`src/rtl/booth_pkg.sv`:
```
// Shared definitions for the radix-2 Booth sequential multiplier:
// FSM encoding, default operand width and Booth recoding pairs.
package booth_pkg;

  typedef enum logic [1:0] {
    IDLE = 2'd0,
    CALC = 2'd1,
    DONE = 2'd2
  } state_t;

  localparam int DEFAULT_WIDTH = 8;

  // {Qreg[0], q_1} patterns that trigger a subtract or an add of M
  localparam logic [1:0] PAIR_SUB = 2'b10;
  localparam logic [1:0] PAIR_ADD = 2'b01;

endpackage

```
`src/rtl/booth_seq_ctrl_if.sv`:
```
// Request/result bundle between the operand source and the Booth controller.
interface booth_seq_ctrl_if #(
  parameter int WIDTH = booth_pkg::DEFAULT_WIDTH
);

  logic                 start;
  logic [WIDTH-1:0]     multiplicand;
  logic [WIDTH-1:0]     multiplier;
  logic                 busy;
  logic                 done;
  logic [2*WIDTH-1:0]   product;

  modport master (
    output start, multiplicand, multiplier,
    input  busy, done, product
  );

  modport slave (
    input  start, multiplicand, multiplier,
    output busy, done, product
  );

endinterface

```
`src/rtl/booth_step.sv`:
```
// One combinational radix-2 Booth iteration: conditional add/subtract of M
// followed by an arithmetic right shift of {A, Qreg, q_1}.
module booth_step
  import booth_pkg::*;
#(
  parameter int WIDTH = DEFAULT_WIDTH
) (
  input  logic signed [WIDTH:0]   a,
  input  logic        [WIDTH-1:0] q,
  input  logic                    q_1,
  input  logic signed [WIDTH:0]   m,
  output logic signed [WIDTH:0]   a_next,
  output logic        [WIDTH-1:0] q_next,
  output logic                    q_1_next
);

  logic signed [WIDTH:0] sum;

  always_comb begin
    sum = a;
    case ({q[0], q_1})
      PAIR_SUB: sum = a - m;
      PAIR_ADD: sum = a + m;
      default:  sum = a;
    endcase
    a_next   = {sum[WIDTH], sum[WIDTH:1]};
    q_next   = {sum[0], q[WIDTH-1:1]};
    q_1_next = q[0];
  end

endmodule

```
`src/rtl/booth_seq_ctrl.sv`:
```
// Sequencing controller for the Booth multiplier: start edge detection,
// operand capture, WIDTH iterations and a registered product with done pulse.
module booth_seq_ctrl
  import booth_pkg::*;
#(
  parameter int WIDTH = DEFAULT_WIDTH
) (
  input  logic              clk,
  input  logic              rst,
  booth_seq_ctrl_if.slave   bus
);

  localparam int CW = $clog2(WIDTH + 1);

  state_t                 state_reg, state_next;
  logic                   start_d_reg;
  logic                   start_pe;
  logic signed [WIDTH:0]  m_reg, m_next;
  logic signed [WIDTH:0]  a_reg, a_next;
  logic [WIDTH-1:0]       q_reg, q_next;
  logic                   q1_reg, q1_next;
  logic [CW-1:0]          count_reg, count_next;
  logic [2*WIDTH-1:0]     product_reg, product_next;

  logic signed [WIDTH:0]  step_a;
  logic [WIDTH-1:0]       step_q;
  logic                   step_q1;

  booth_step #(.WIDTH(WIDTH)) u_step (
    .a        (a_reg),
    .q        (q_reg),
    .q_1      (q1_reg),
    .m        (m_reg),
    .a_next   (step_a),
    .q_next   (step_q),
    .q_1_next (step_q1)
  );

  assign start_pe = bus.start & ~start_d_reg;

  always_comb begin
    state_next   = state_reg;
    m_next       = m_reg;
    a_next       = a_reg;
    q_next       = q_reg;
    q1_next      = q1_reg;
    count_next   = count_reg;
    product_next = product_reg;
    case (state_reg)
      IDLE: begin
        if (start_pe) begin
          m_next     = {bus.multiplicand[WIDTH-1], bus.multiplicand};
          a_next     = '0;
          q_next     = bus.multiplier;
          q1_next    = 1'b0;
          count_next = CW'(WIDTH);
          state_next = CALC;
        end
      end
      CALC: begin
        a_next     = step_a;
        q_next     = step_q;
        q1_next    = step_q1;
        count_next = count_reg - 1'b1;
        if (count_reg == CW'(1)) begin
          // Lower 2*WIDTH bits suffice: the full-precision result always fits.
          product_next = {step_a[WIDTH-1:0], step_q};
          state_next   = DONE;
        end
      end
      DONE:    state_next = IDLE;
      default: state_next = IDLE;
    endcase
  end

  // start_d resets high so a start held through reset does not launch
  always_ff @(posedge clk or posedge rst) begin
    if (rst) begin
      state_reg   <= IDLE;
      start_d_reg <= 1'b1;
      m_reg       <= '0;
      a_reg       <= '0;
      q_reg       <= '0;
      q1_reg      <= 1'b0;
      count_reg   <= '0;
      product_reg <= '0;
    end else begin
      state_reg   <= state_next;
      start_d_reg <= bus.start;
      m_reg       <= m_next;
      a_reg       <= a_next;
      q_reg       <= q_next;
      q1_reg      <= q1_next;
      count_reg   <= count_next;
      product_reg <= product_next;
    end
  end

  assign bus.busy    = (state_reg == CALC);
  assign bus.done    = (state_reg == DONE);
  assign bus.product = product_reg;

endmodule

```
`src/flat_wrapper.sv`:
```
// flat-port wrapper written by rule: the top's interface ports become plain ports
module booth_seq_ctrl_flat import booth_pkg::*;
#(
  parameter int WIDTH = DEFAULT_WIDTH
)
  (clk, rst, bus_start, bus_multiplicand, bus_multiplier, bus_busy, bus_done, bus_product);
  booth_seq_ctrl_if #(.WIDTH(WIDTH)) bus_i ();
  input  logic clk;
  input  logic rst;
  input wire logic [$bits(bus_i.start)-1:0] bus_start;
  input wire logic [$bits(bus_i.multiplicand)-1:0] bus_multiplicand;
  input wire logic [$bits(bus_i.multiplier)-1:0] bus_multiplier;
  output wire logic [$bits(bus_i.busy)-1:0] bus_busy;
  output wire logic [$bits(bus_i.done)-1:0] bus_done;
  output wire logic [$bits(bus_i.product)-1:0] bus_product;
  assign bus_i.start = bus_start;
  assign bus_i.multiplicand = bus_multiplicand;
  assign bus_i.multiplier = bus_multiplier;
  assign bus_busy = bus_i.busy;
  assign bus_done = bus_i.done;
  assign bus_product = bus_i.product;
  booth_seq_ctrl #(.WIDTH(WIDTH)) u_core (.clk(clk), .rst(rst), .bus(bus_i));
endmodule
```
`config.mk`:
```
export PLATFORM = sky130hd
export DESIGN_NAME = booth_seq_ctrl_flat
export DESIGN_NICKNAME = d
export VERILOG_FILES = /design/src/rtl/booth_pkg.sv /design/src/rtl/booth_seq_ctrl_if.sv /design/src/rtl/booth_step.sv /design/src/rtl/booth_seq_ctrl.sv /design/src/flat_wrapper.sv
export SDC_FILE = /design/constraint.sdc
export NUM_CORES = 1
export LEC_CHECK = 0
export ABC_CLOCK_PERIOD_IN_PS = 6200
export CAP_MARGIN = 20
export CORE_UTILIZATION = 55
export DETAILED_ROUTE_END_ITERATION = 6
export PLACE_DENSITY = 0.84
export SYNTH_ARGS = -nofsm -noshare
export SYNTH_HDL_FRONTEND = slang
export SYNTH_SLANG_ARGS = --single-unit
export TNS_END_PERCENT = 100
```
`constraint.sdc`:
```
create_clock -name clk -period 6.2 [get_ports clk]
set_input_delay 1.24 -clock clk [delete_from_list [all_inputs] [get_ports clk]]
set_output_delay 1.24 -clock clk [all_outputs]
set_load 0.05 [all_outputs]
```
Word level (Yosys, flattened, before mapping):

Cells that the tools add are included.

* register bits after elaboration: 49
* input port bits: 19
* ROM bits: 0
* latch bits: 0
* memory bits (writable): 0
* memories kept: 0
* output and inout bits: 18

* add/sub/neg operators: 3
* mux-type cells: 12
* shift-type cells: 0
* $mul: 0
* div/mod/pow operators: 0
* $lt $le $gt $ge: 0
* reductions and logical operators: 6
* bitwise gates (word level): 2
* eq/ne operators: 7

Operator list (count)
* 9-bit case mux with 2 select lines: 2
* 8-bit case mux with 2 select lines: 1
* 9-bit by 8-bit adder with 9-bit output: 1
* 9-bit 2-to-1 mux: 1
* 9-bit by 8-bit subtractor with 9-bit output: 1
* 8-bit 2-to-1 mux: 1
* 4-bit case mux with 2 select lines: 1
* 2-bit AND reduction: 4
* 2-bit by 1-bit equality test with 1-bit output, second input constant: 2
* 2-bit equality test, second input constant: 2
* 4-bit by 1-bit equality test with 1-bit output, second input constant: 1
* 2-bit 2-to-1 mux: 2
* 4-bit 2-to-1 mux: 1
* 2-bit by 1-bit != test with 1-bit output, second input constant: 2
* 2-bit case mux with 2 select lines: 1
* 4-bit by 1-bit subtractor with 4-bit output, second input constant: 1
* 2-bit zero test: 1
* 1-bit case mux with 2 select lines: 1
* 2-bit nonzero test: 1
* 1-bit AND: 1
* 1-bit 2-to-1 mux: 1
* 1-bit inverter: 1

Logic depth before layout (Yosys ltp):

Gate-level depths: netlist (run 1).

* word-level depth: 4
* depth in mapped cells: 13

Hierarchy:

Synthesis (run 1) repeated with hierarchy kept, for this count alone.

* cells, all modules: 256
* area total of the unflattened synthesis: 2803.9 µm²

By module, submodules not included
* booth_seq_ctrl: times used 1, cells each 149, area an instance 2016.9 µm²
* booth_step: times used 1, cells each 107, area an instance 787.0 µm²

Least setup slack after synthesis (run 1):

No wires, ideal clock.

* path type: reg-to-reg
* start point: register u_core.m_reg[2]
* end point: register u_core.product_reg[15], in the netlist u_core.bus.product[15]
* slack: 3539 ps
* period minus slack after synthesis: 2661 ps
* buffers on the path: 0
* arrival: 2538 ps
* stages on the path, launching flop included: 12
* cell sequence: dfrtp_1 -> nor3_1 -> nand2b_1 -> o41ai_1 -> xnor2_1 -> ha_1 -> a21o_1 -> a31o_1 -> or4_4 -> nand2_2 -> xnor2_1 -> o21ai_2

* cells in the longest elaborated chain, start to end: 2
* elaborated cells on any way between the ends: 3
* classes of those cells: add/sub: 2; mux: 1

Ends and longest elaborated chain
* start, declared: RTL line booth_seq_ctrl.sv:18 `logic signed [WIDTH:0] m_reg, m_next;`
* start signal, assigned: RTL line booth_seq_ctrl.sv:90 `m_reg <= m_next;`
* 9-bit by 8-bit adder with 9-bit output or 9-bit by 8-bit subtractor with 9-bit output (tied branches): RTL line booth_step.sv:23, booth_step.sv:22
* 9-bit case mux with 2 select lines (*): RTL line booth_step.sv:21 `case ({q[0], q_1})`
* end signal, assigned: RTL line booth_seq_ctrl.sv:95 `product_reg <= product_next;`
* end, declared: RTL line booth_seq_ctrl.sv:23 `logic [2*WIDTH-1:0] product_reg, product_next;`

Mark *: on every way between the ends. The rest lies on a longest branch, timed or not.
A chain may end at the register's enable or synchronous reset.

Worst setup path in the final report (run 1):

* start point: register u_core.state_reg[1]
* end point: output port bus_busy

* cells in the longest elaborated chain, start to end: 1

Ends and longest elaborated chain
* start, declared: RTL line booth_seq_ctrl.sv:15 `state_t state_reg, state_next;`
* start signal, assigned: RTL line booth_seq_ctrl.sv:88 `state_reg <= state_next;`
* 2-bit by 1-bit equality test with 1-bit output: RTL line booth_seq_ctrl.sv:99 `assign bus.busy = (state_reg == CALC);`
* end, declared: RTL line flat_wrapper.sv:13 `output wire logic [$bits(bus_i.busy)-1:0] bus_busy;`

Every way passes these cells.

==> results of run 1 <==
## final timing paths
path,start,endpoint,slack [ns],depth (start not counted)
worst max-delay path,u_core.state_reg[1]$_DFFE_PP0P_,bus_busy,2.16,3
worst min-delay path,u_core.bus.product[15]$_DFFE_PP0P_,u_core.bus.product[15]$_DFFE_PP0P_,0.48,2
worst max register to register,u_core.state_reg[1]$_DFFE_PP0P_,u_core.bus.product[2]$_DFFE_PP0P_,2.93,6
worst min register to register,u_core.bus.product[15]$_DFFE_PP0P_,u_core.bus.product[15]$_DFFE_PP0P_,0.48,2
max in group asynchronous,rst,u_core.start_d_reg$_DFF_PP1_,4.57,3
min in group asynchronous,rst,u_core.bus.product[5]$_DFFE_PP0P_,1.12,2
## worst register-to-register path, delay by kind of cell, from the launching register on
family        cells  cell delay, ns
buf+inv           2            1.12
simple gates      4            1.64
flops             1            0.40
## through the flow
stage	utilization [%]	cell area (sq um)	cells	setup WS, ns
4_1_cts	68.6	2990	354	2.23
2_1_floorplan	-	2480	268	3.54
6_report	69.1	3010	355	2.16
3_5_place_dp	66.0	2870	346	2.56
5_1_grt	69.1	3010	355	2.03
3_3_place_gp	66.0	2870	346	2.67
## final cells by class
| class | instances | area, sq um | share of cell area [%] |
|---|---|---|---|
| repair buffers | 38 | 388 | 12.9 |
| inverters | 11 | 41.3 | 1.37 |
| multi-input cells | 198 | 1200 | 39.8 |
| flip-flops and latches | 48 | 1200 | 40.0 |
| well taps | 52 | 65.1 | 2.16 |
| clock buffers | 5 | 68.8 | 2.29 |
| clock inverters | 3 | 46.3 | 1.54 |
## metal layers
metal,vias up,track usage [%]
met5,-,0
met4,0,7.48
met3,12,4.39
met2,45,39.7
met1,990,33.3
li1,996,-
## cells by family after synthesis
group	after synthesis
XOR/XNOR	12
flip-flops	48
multiplexers	5
AND/OR/NAND/NOR	110
AO/OA/AOI/OAI	58
adder cells (fa/ha/maj)	13
buffers and inverters	22
## placed cells by master (no fill, tap or decap), types with 2 or more instances in the layout
cell type / netlist / final
a21o_1: 4 / 4
a21oi_1: 8 / 8
a221o_1: 2 / 2
a22oi_1: 6 / 6
a31oi_1: 3 / 3
and4_1: 2 / 2
clkbuf_8: 0 / 5
clkdlybuf4s50_1: 0 / 36
clkinv_1: 2 / 2
dfrtp_1: 47 / 47
ha_1: 12 / 12
inv_1: 8 / 7
inv_2: 1 / 2
mux2i_1: 4 / 4
nand2_1: 71 / 71
nand2b_1: 2 / 2
nand3_1: 11 / 11
nor2_1: 9 / 9
nor2b_1: 2 / 2
nor3_1: 3 / 3
nor3b_1: 2 / 2
o21ai_0: 22 / 22
o31ai_1: 3 / 3
xnor2_1: 6 / 6
xor2_1: 6 / 6
==> impl_metrics.py, run 1 <==
metrics = {
    "floorplan": {
        "start_util_pct": 56.9,
        "pin_count": 37,
        "core_sq_um": 4350,
        "die_h_microns": 69.1,
        "die_area_sq_um": 4780,
        "rows": 24,
        "die_w_microns": 69.1,
    },
    "flow_run": {
        "drv_cap": 0,
    },
    "sta": {
        "post-route-min-period_ns": 4.04,
        "hold_slack_ns": 0.481,
        "rsz0062_at_grt": "no",
        "fmax_mhz": 248,
        "setup_viol": 0,
        "report.final.slew_viol_count": 0,
        "fin_worst_skew_ns": 0.0128,
        "final-hold-violation-count": 0,
        "relSlewSlack_pct": 46.1,
        "finalSetupTns_ns": 0,
        "period_share_pct": 65.1,
        "max_slew.worst_pin.slew_ns": 0.807,
    },
    "drt": {
        "vias": 2043,
        "routedWlPerCell_microns": 15.3,
        "wl_met2_microns": 2710,
        "first_pass_iters": 5,
        "dr.max_layer_used": "met4",
        "ant_nets": 0,
        "route.met3.wl_microns": 159,
        "routed_via_density": 5.75,
        "drc_errors": 0,
        "wirelength_microns": 5420,
        "drt-met1-wl_microns": 2470,
        "drtIter0Drc": 150,
    },
    "place": {
        "dpl.hpwl_microns": 3660,
        "port_buffers": 36,
        "place.gp.congestion": 0.893,
    },
    "synth": {
        "synth_cell_types": 46,
        "syn_inst": 268,
        "synth_seq_area_share_pct": 48.5,
        "synth_seq_cells": 48,
        "syn_nets": 300,
        "synth_top_cell_area_share_pct": 47.5,
        "synth_compound_area_share_pct": 15.0,
        "ys_top_cells_by_area": "dfrtp_1, nand2_1, ha_1, o21ai_0, nand3_1",
        "avgSynthCellArea_sq_um": 9.24,
        "synthArstFlopShare_pct": 100,
        "synth.most_common_cell": "nand2_1",
        "yosys_warnings": 0,
        "syn-cell-area_sq_um": 2480,
        "synth-main-ff-cell": "dfrtp_1",
        "synth_edf_count": 0,
        "synth_top_area_cell": "dfrtp_1",
        "synthAdderAreaFrac_pct": 6.87,
        "muxShareOfSynthArea_pct": 2.07,
        "synthXorXnorAreaFrac_pct": 4.24,
        "synth-simple-area-share_pct": 19.8,
        "synth_top_family_by_area": "simple AND/OR/NAND/NOR gates",
        "synthTopCellsByCount": "nand2_1, dfrtp_1, o21ai_0, ha_1, nand3_1",
    },
    "global_routing": {
        "gr-total-overflow": 0,
        "grt_antenna_before_repair": 0,
        "grt_max_degree": 49,
        "grt_pass1_vias": 1925,
        "grt_pass1_wl_microns": 9160,
        "grt_use_total_pct": 24.4,
    },
    "setup_path": {
        "worst_setup_path_end_kind": "primary output",
        "arrival_ns": 2.80,
        "slowest_stage": "clkdlybuf4s50_1",
        "cp_cell_sequence": "nand2b_1 > clkinv_1 > clkdlybuf4s50_1",
        "crit_path_max_incr_delay_ns": 0.85,
        "critical_path_class": "flop to primary output",
        "cp_max_fo": 22,
        "critPathBufInv": 2,
        "worst_setup_path_start_kind": "flop",
        "crit_required_ns": 4.96,
        "crit_family": "buffers and inverters",
    },
    "clocking": {
        "clock_tree.buffer_depth": 2,
        "clk_pin_slew_worst_paths_ns": 0.09,
        "htreeDepth": 2,
        "ctsResizeCount": 0,
        "cts-root-buf": "clkbuf_8",
        "numClockSinks": 48,
        "ctsHoldBuffers": 0,
        "cts_tree": "done",
        "postCtsSetupBuffers": 0,
        "clock_latency_ns": 0.31,
        "cts_made_buffers": 5,
    },
    "cells_and_area": {
        "n_fill_cell": 337,
        "area_growth_pct": 21.4,
        "n_antenna_cell": 0,
        "fin_nets": 334,
        "largest_reg_flops": 16,
        "layout-drive-gt1-share_pct": 6.60,
    },
    "min_path": {
        "hold_class": "flop to flop",
    },
    "outcome": {
        "outcome": "complete, no violations",
    },
}
Power of run 1 is left out: the tool's default activity adds up to more than one toggle a clock period on the data nets, which glitch-free logic cannot reach.
==> inputs of run 2 (changes only) <==
Settings changed: ABC_CLOCK_PERIOD_IN_PS 6200 to 4200, CORE_UTILIZATION 55 to 54, PLACE_DENSITY 0.84 to 0.83.
Clock period 6.2 ns to 4.2 ns, I/O delays scaled along.
==> impl_metrics.py, run 2 (synthesis gave the netlist of run 1 again) <==
metrics = {
    "floorplan": {
        "pin_count": 37,
        "start_util_pct": 56.5,
        "die_w_microns": 69.7,
        "rows": 24,
        "core_sq_um": 4380,
        "die_h_microns": 69.7,
        "die_area_sq_um": 4860,
    },
    "place": {
        "port_buffers": 36,
        "post-place-ws_ns": 1.15,
        "dpl.hpwl_microns": 3860,
        "place.gp.congestion": 0.796,
        "postPlaceCellArea_sq_um": 2890,
    },
    "clocking": {
        "clk_pin_slew_worst_paths_ns": 0.09,
        "ctsResizeCount": 0,
        "cts_tree": "done",
        "numClockSinks": 48,
        "cts-root-buf": "clkbuf_8",
        "clock_tree.buffer_depth": 2,
        "cts_made_buffers": 5,
        "clock_latency_ns": 0.30,
        "ctsHoldBuffers": 0,
        "postCtsSetupBuffers": 0,
        "htreeDepth": 2,
    },
    "sta": {
        "fmax_mhz": 311,
        "hold_slack_ns": 0.482,
        "fin_worst_skew_ns": 0.0105,
        "final-hold-violation-count": 0,
        "setup_viol": 0,
        "rsz0062_at_grt": "no",
        "max_slew.worst_pin.slew_ns": 0.831,
        "report.final.slew_viol_count": 0,
        "period_share_pct": 76.5,
        "layout_setup_ws_ns": 0.987,
        "finalSetupTns_ns": 0,
        "post-route-min-period_ns": 3.21,
        "relSlewSlack_pct": 44.5,
    },
    "outcome": {
        "outcome": "complete, no violations",
    },
    "cells_and_area": {
        "final_common_cell": "nand2_1",
        "largest_reg_flops": 16,
        "n_fill_cell": 342,
        "layout_common_cells": "nand2_1, dfrtp_1, clkdlybuf4s50_1",
        "area_growth_pct": 22.9,
        "layout-drive-gt1-share_pct": 7.21,
        "finalInstanceArea_sq_um": 3050,
        "fin_nets": 336,
        "n_antenna_cell": 0,
    },
    "drt": {
        "ant_nets": 0,
        "first_pass_iters": 4,
        "vias": 2013,
        "drc_errors": 0,
        "routed_via_density": 5.64,
        "wirelength_microns": 5230,
        "drtIter0Drc": 96,
        "routedWlPerCell_microns": 14.6,
    },
    "global_routing": {
        "grt_pass1_vias": 1967,
        "grt_pass1_wl_microns": 9070,
        "gr-total-overflow": 0,
        "grt_use_total_pct": 23.6,
        "grt_max_degree": 49,
        "grt_antenna_before_repair": 0,
    },
    "setup_path": {
        "cp_max_fo": 22,
        "worst_setup_path_start_kind": "flop",
        "worst_setup_path_end_kind": "primary output",
        "critical_path_class": "flop to primary output",
        "arrival_ns": 2.37,
        "rr_worst_depth": 10,
        "crit_required_ns": 3.36,
    },
    "min_path": {
        "hold_class": "flop to flop",
        "hold_depth": 2,
    },
    "flow_run": {
        "drv_cap": 0,
    },
}
[run 2: cell types whose count changed in the layout (fill, tap and decap cells not counted)]
cell / delta
clkinvlp_4: -1
buf_4: +2
bufinv_16: +1
[run 2: layout make-up]
| class | instances | area, sq um | share of cell area (%) |
|---|---|---|---|
| Sequential cell | 48 | 1200 | 39.5 |
| Multi-Input combinational cell | 198 | 1200 | 39.3 |
| Timing Repair Buffer | 40 | 403 | 13.2 |
| Clock buffer | 5 | 68.8 | 2.26 |
| Clock inverter | 3 | 68.8 | 2.26 |
| Tap cell | 52 | 65.1 | 2.14 |
| Inverter | 11 | 41.3 | 1.36 |
[run 2: final timing paths]
path,startpoint,slack [ns],endpoint
setup / recovery,u_core.state_reg[1]$_DFFE_PP0P_,0.99,bus_busy
hold / removal,u_core.bus.product[13]$_DFFE_PP0P_,0.48,u_core.bus.product[13]$_DFFE_PP0P_
setup reg to reg,u_core.q_reg[0]$_DFFE_PP0P_,1.15,u_core.a_reg[4]$_DFFE_PP0P_
hold reg to reg,u_core.bus.product[13]$_DFFE_PP0P_,0.48,u_core.bus.product[13]$_DFFE_PP0P_
max in group asynchronous,rst,3.01,u_core.start_d_reg$_DFF_PP1_
min in group asynchronous,rst,0.70,u_core.bus.product[5]$_DFFE_PP0P_
[run 2: per-stage QoR]
step / cells / utilization [%]
3_3_place_gp: 348 / 65.9
5_1_grt: 357 / 69.5
6_report: 357 / 69.5
4_1_cts: 356 / 69.0
2_1_floorplan: 268 / -
3_5_place_dp: 348 / 65.9
[run 2: per-layer routing]
metal	track usage [%]	vias up	share of wire (%)	wire length, microns
met5	0	-	0	0
met4	7.78	0	1.6	84
met3	4.51	9	2.6	136
met2	37.1	35	49	2550
met1	33.1	971	47	2460
li1	-	998	-	-
[run 2: critical path: stages (launching register included)]
cell and delay [ns]:
dfrtp_1 0.41, nand2b_1 0.47, clkinv_1 0.12, buf_4 0.22, clkdlybuf4s50_1 0.83
Power of run 2 is left out for the same reason.
==> inputs of run 3 (changes only) <==
Settings changed: ABC_CLOCK_PERIOD_IN_PS 4200 to 2650, CORE_UTILIZATION 54 to 49, PLACE_DENSITY 0.83 to 0.79.
Clock period 4.2 ns to 2.65 ns, I/O delays scaled along.
==> impl_metrics.py, run 3 (synthesis gave the netlist of run 1 again) <==
metrics = {
    "outcome": {
        "outcome": "finished with violations",
        "violations": "negative setup slack",
    },
    "min_path": {
        "worstHoldStart": "u_core.bus.product[6]$_DFFE_PP0P_",
        "hold_path_end": "u_core.bus.product[6]$_DFFE_PP0P_",
        "hold_class": "flop to flop",
        "hold_depth": 2,
    },
    "clocking": {
        "numClockSinks": 48,
        "cts-root-buf": "clkbuf_8",
        "clock_tree.buffer_depth": 2,
        "ctsHoldBuffers": 0,
        "htreeDepth": 2,
        "cts_made_buffers": 5,
        "clk_pin_slew_worst_paths_ns": 0.10,
        "clock_latency_ns": 0.30,
        "cts_tree": "done",
    },
    "drt": {
        "routedWlPerCell_microns": 14.9,
        "drc_errors": 0,
        "wirelength_microns": 5840,
        "vias": 2115,
        "first_pass_iters": 4,
        "routed_via_density": 5.38,
        "drtIter0Drc": 99,
        "ant_nets": 0,
    },
    "global_routing": {
        "grt_antenna_before_repair": 0,
        "grt_pass1_vias": 2062,
        "grtUsageMet2_pct": 39.6,
        "grtUsageMet3_pct": 4.70,
        "grt_max_degree": 29,
        "grt_use_total_pct": 23.3,
        "gr-total-overflow": 0,
        "grt_pass1_wl_microns": 9400,
        "top_usage_layer": "met2",
        "grtUsageMet1_pct": 28.6,
    },
    "sta": {
        "fin_worst_skew_ns": 0.00599,
        "hold_slack_ns": 0.487,
        "report.final.slew_viol_count": 0,
        "post-route-min-period_ns": 2.68,
        "max_slew.worst_pin.slew_ns": 0.658,
        "final-hold-violation-count": 0,
        "fmax_mhz": 373,
        "setup_viol": 2,
        "period_share_pct": 101,
        "rsz0062_at_grt": "yes",
        "layout_setup_ws_ns": -0.0304,
        "relSlewSlack_pct": 56.1,
    },
    "setup_path": {
        "worst_setup_path_start_kind": "flop",
        "regToRegSetupSlack_ns": -0.03,
        "crit_required_ns": 2.83,
        "critical_path_class": "flop to flop",
        "arrival_ns": 2.86,
        "worst_setup_path_end_kind": "flop",
        "r2r-end": "u_core.bus.product[15]$_DFFE_PP0P_",
        "timing.rr.start": "u_core.q1_reg$_DFFE_PP0P_",
        "rr_worst_depth": 12,
        "cp_max_fo": 5,
    },
    "place": {
        "place.gp.congestion": 0.908,
        "port_buffers": 36,
        "dpl.hpwl_microns": 4100,
    },
    "floorplan": {
        "die_area_sq_um": 5340,
        "rows": 25,
        "core_sq_um": 4790,
        "pin_count": 37,
        "die_w_microns": 73.1,
        "die_h_microns": 73.1,
        "start_util_pct": 51.8,
    },
    "cells_and_area": {
        "largest_reg_flops": 16,
        "n_fill_cell": 345,
        "final_common_cell": "nand2_1",
        "area_growth_pct": 33.1,
        "fin_nets": 357,
        "layout_common_cells": "nand2_1, dfrtp_1, clkdlybuf4s50_1",
        "layout-drive-gt1-share_pct": 17.2,
        "n_antenna_cell": 0,
    },
    "flow_run": {
        "drv_cap": 0,
    },
}
[run 3: cell count changes in the layout (fill, tap and decap cells not counted), moves of 2 or more]
cell / delta
ha_2: +2
a21oi_2: +2
o21ai_0: -2
ha_1: -2
buf_4: +21
a21oi_1: -2
o21ai_1: +2
[run 3: layout make-up]
| type | count | area, sq um | area share, % |
|---|---|---|---|
| clock buffers | 5 | 68.8 | 2.09 |
| clock inverters | 3 | 68.8 | 2.09 |
| inverters | 11 | 41.3 | 1.25 |
| multi-input cells | 198 | 1270 | 38.5 |
| flip-flops and latches | 48 | 1200 | 36.5 |
| well taps | 67 | 83.8 | 2.54 |
| repair buffers | 61 | 562 | 17.0 |
[run 3: per-stage QoR]
| stage | TNS, ns | worst slack [ns] | instances | cell area (sq um) | util [%] |
|---|---|---|---|---|---|
| after CTS | -0.0532 | -0.0388 | 393 | 3260 | 68.0 |
| after global routing | -0.429 | -0.121 | 393 | 3300 | 68.9 |
| after floorplan | 0 | 0.0517 | 268 | 2480 | - |
| final | -0.0324 | -0.0304 | 393 | 3300 | 68.9 |
| after global placement | -0.0769 | -0.0382 | 382 | 3070 | 64.1 |
| after detailed placement | -0.268 | -0.0805 | 382 | 3070 | 64.1 |
[run 3: critical path, cell delays in order, from the launching register on]
cell,delay (ns)
dfrtp_1,0.40
ha_2,0.18
buf_4,0.15
inv_1,0.07
o21ai_1,0.08
xnor2_1,0.13
ha_1,0.34
a21o_1,0.21
a31o_1,0.23
or4_4,0.49
nand2_2,0.09
xnor2_1,0.13
o21ai_2,0.06
[run 3: how the worst max path moves through the flow]
| stage | startpoint | to | slack, ns | cells after the start |
|---|---|---|---|---|
| final | u_core.q1_reg$_DFFE_PP0P_ | u_core.bus.product[15]$_DFFE_PP0P_ | -0.03 | 12 |
| after global routing | u_core.m_reg[0]$_DFFE_PP0P_ | u_core.bus.product[15]$_DFFE_PP0P_ | -0.12 | 11 |
| after CTS | u_core.m_reg[0]$_DFFE_PP0P_ | u_core.bus.product[15]$_DFFE_PP0P_ | -0.04 | 11 |
| after detailed placement | u_core.m_reg[0]$_DFFE_PP0P_ | u_core.bus.product[15]$_DFFE_PP0P_ | -0.08 | 11 |
| after global placement | u_core.m_reg[0]$_DFFE_PP0P_ | u_core.bus.product[15]$_DFFE_PP0P_ | -0.04 | 11 |
| after floorplan | u_core.m_reg[2]$_DFFE_PP0P_ | u_core.bus.product[15]$_DFFE_PP0P_ | 0.05 | 11 |
[run 3: timing repair]
action,in CTS,in global routing
endpoints found under the setup margin,6,6
pin swaps,2,0
resized for setup,8,10
setup buffers,3,0
endpoints found under the hold margin,0,0
[run 3: layer usage]
layer | routed length (microns) | share of wire [%] | vias to the layer above
li1 | - | - | 1042
met1 | 2530 | 43 | 1008
met2 | 2930 | 50 | 48
met3 | 208 | 3.6 | 17
met4 | 173 | 3.0 | 0
met5 | 0 | 0 | -
Power of run 3 is left out for the same reason.
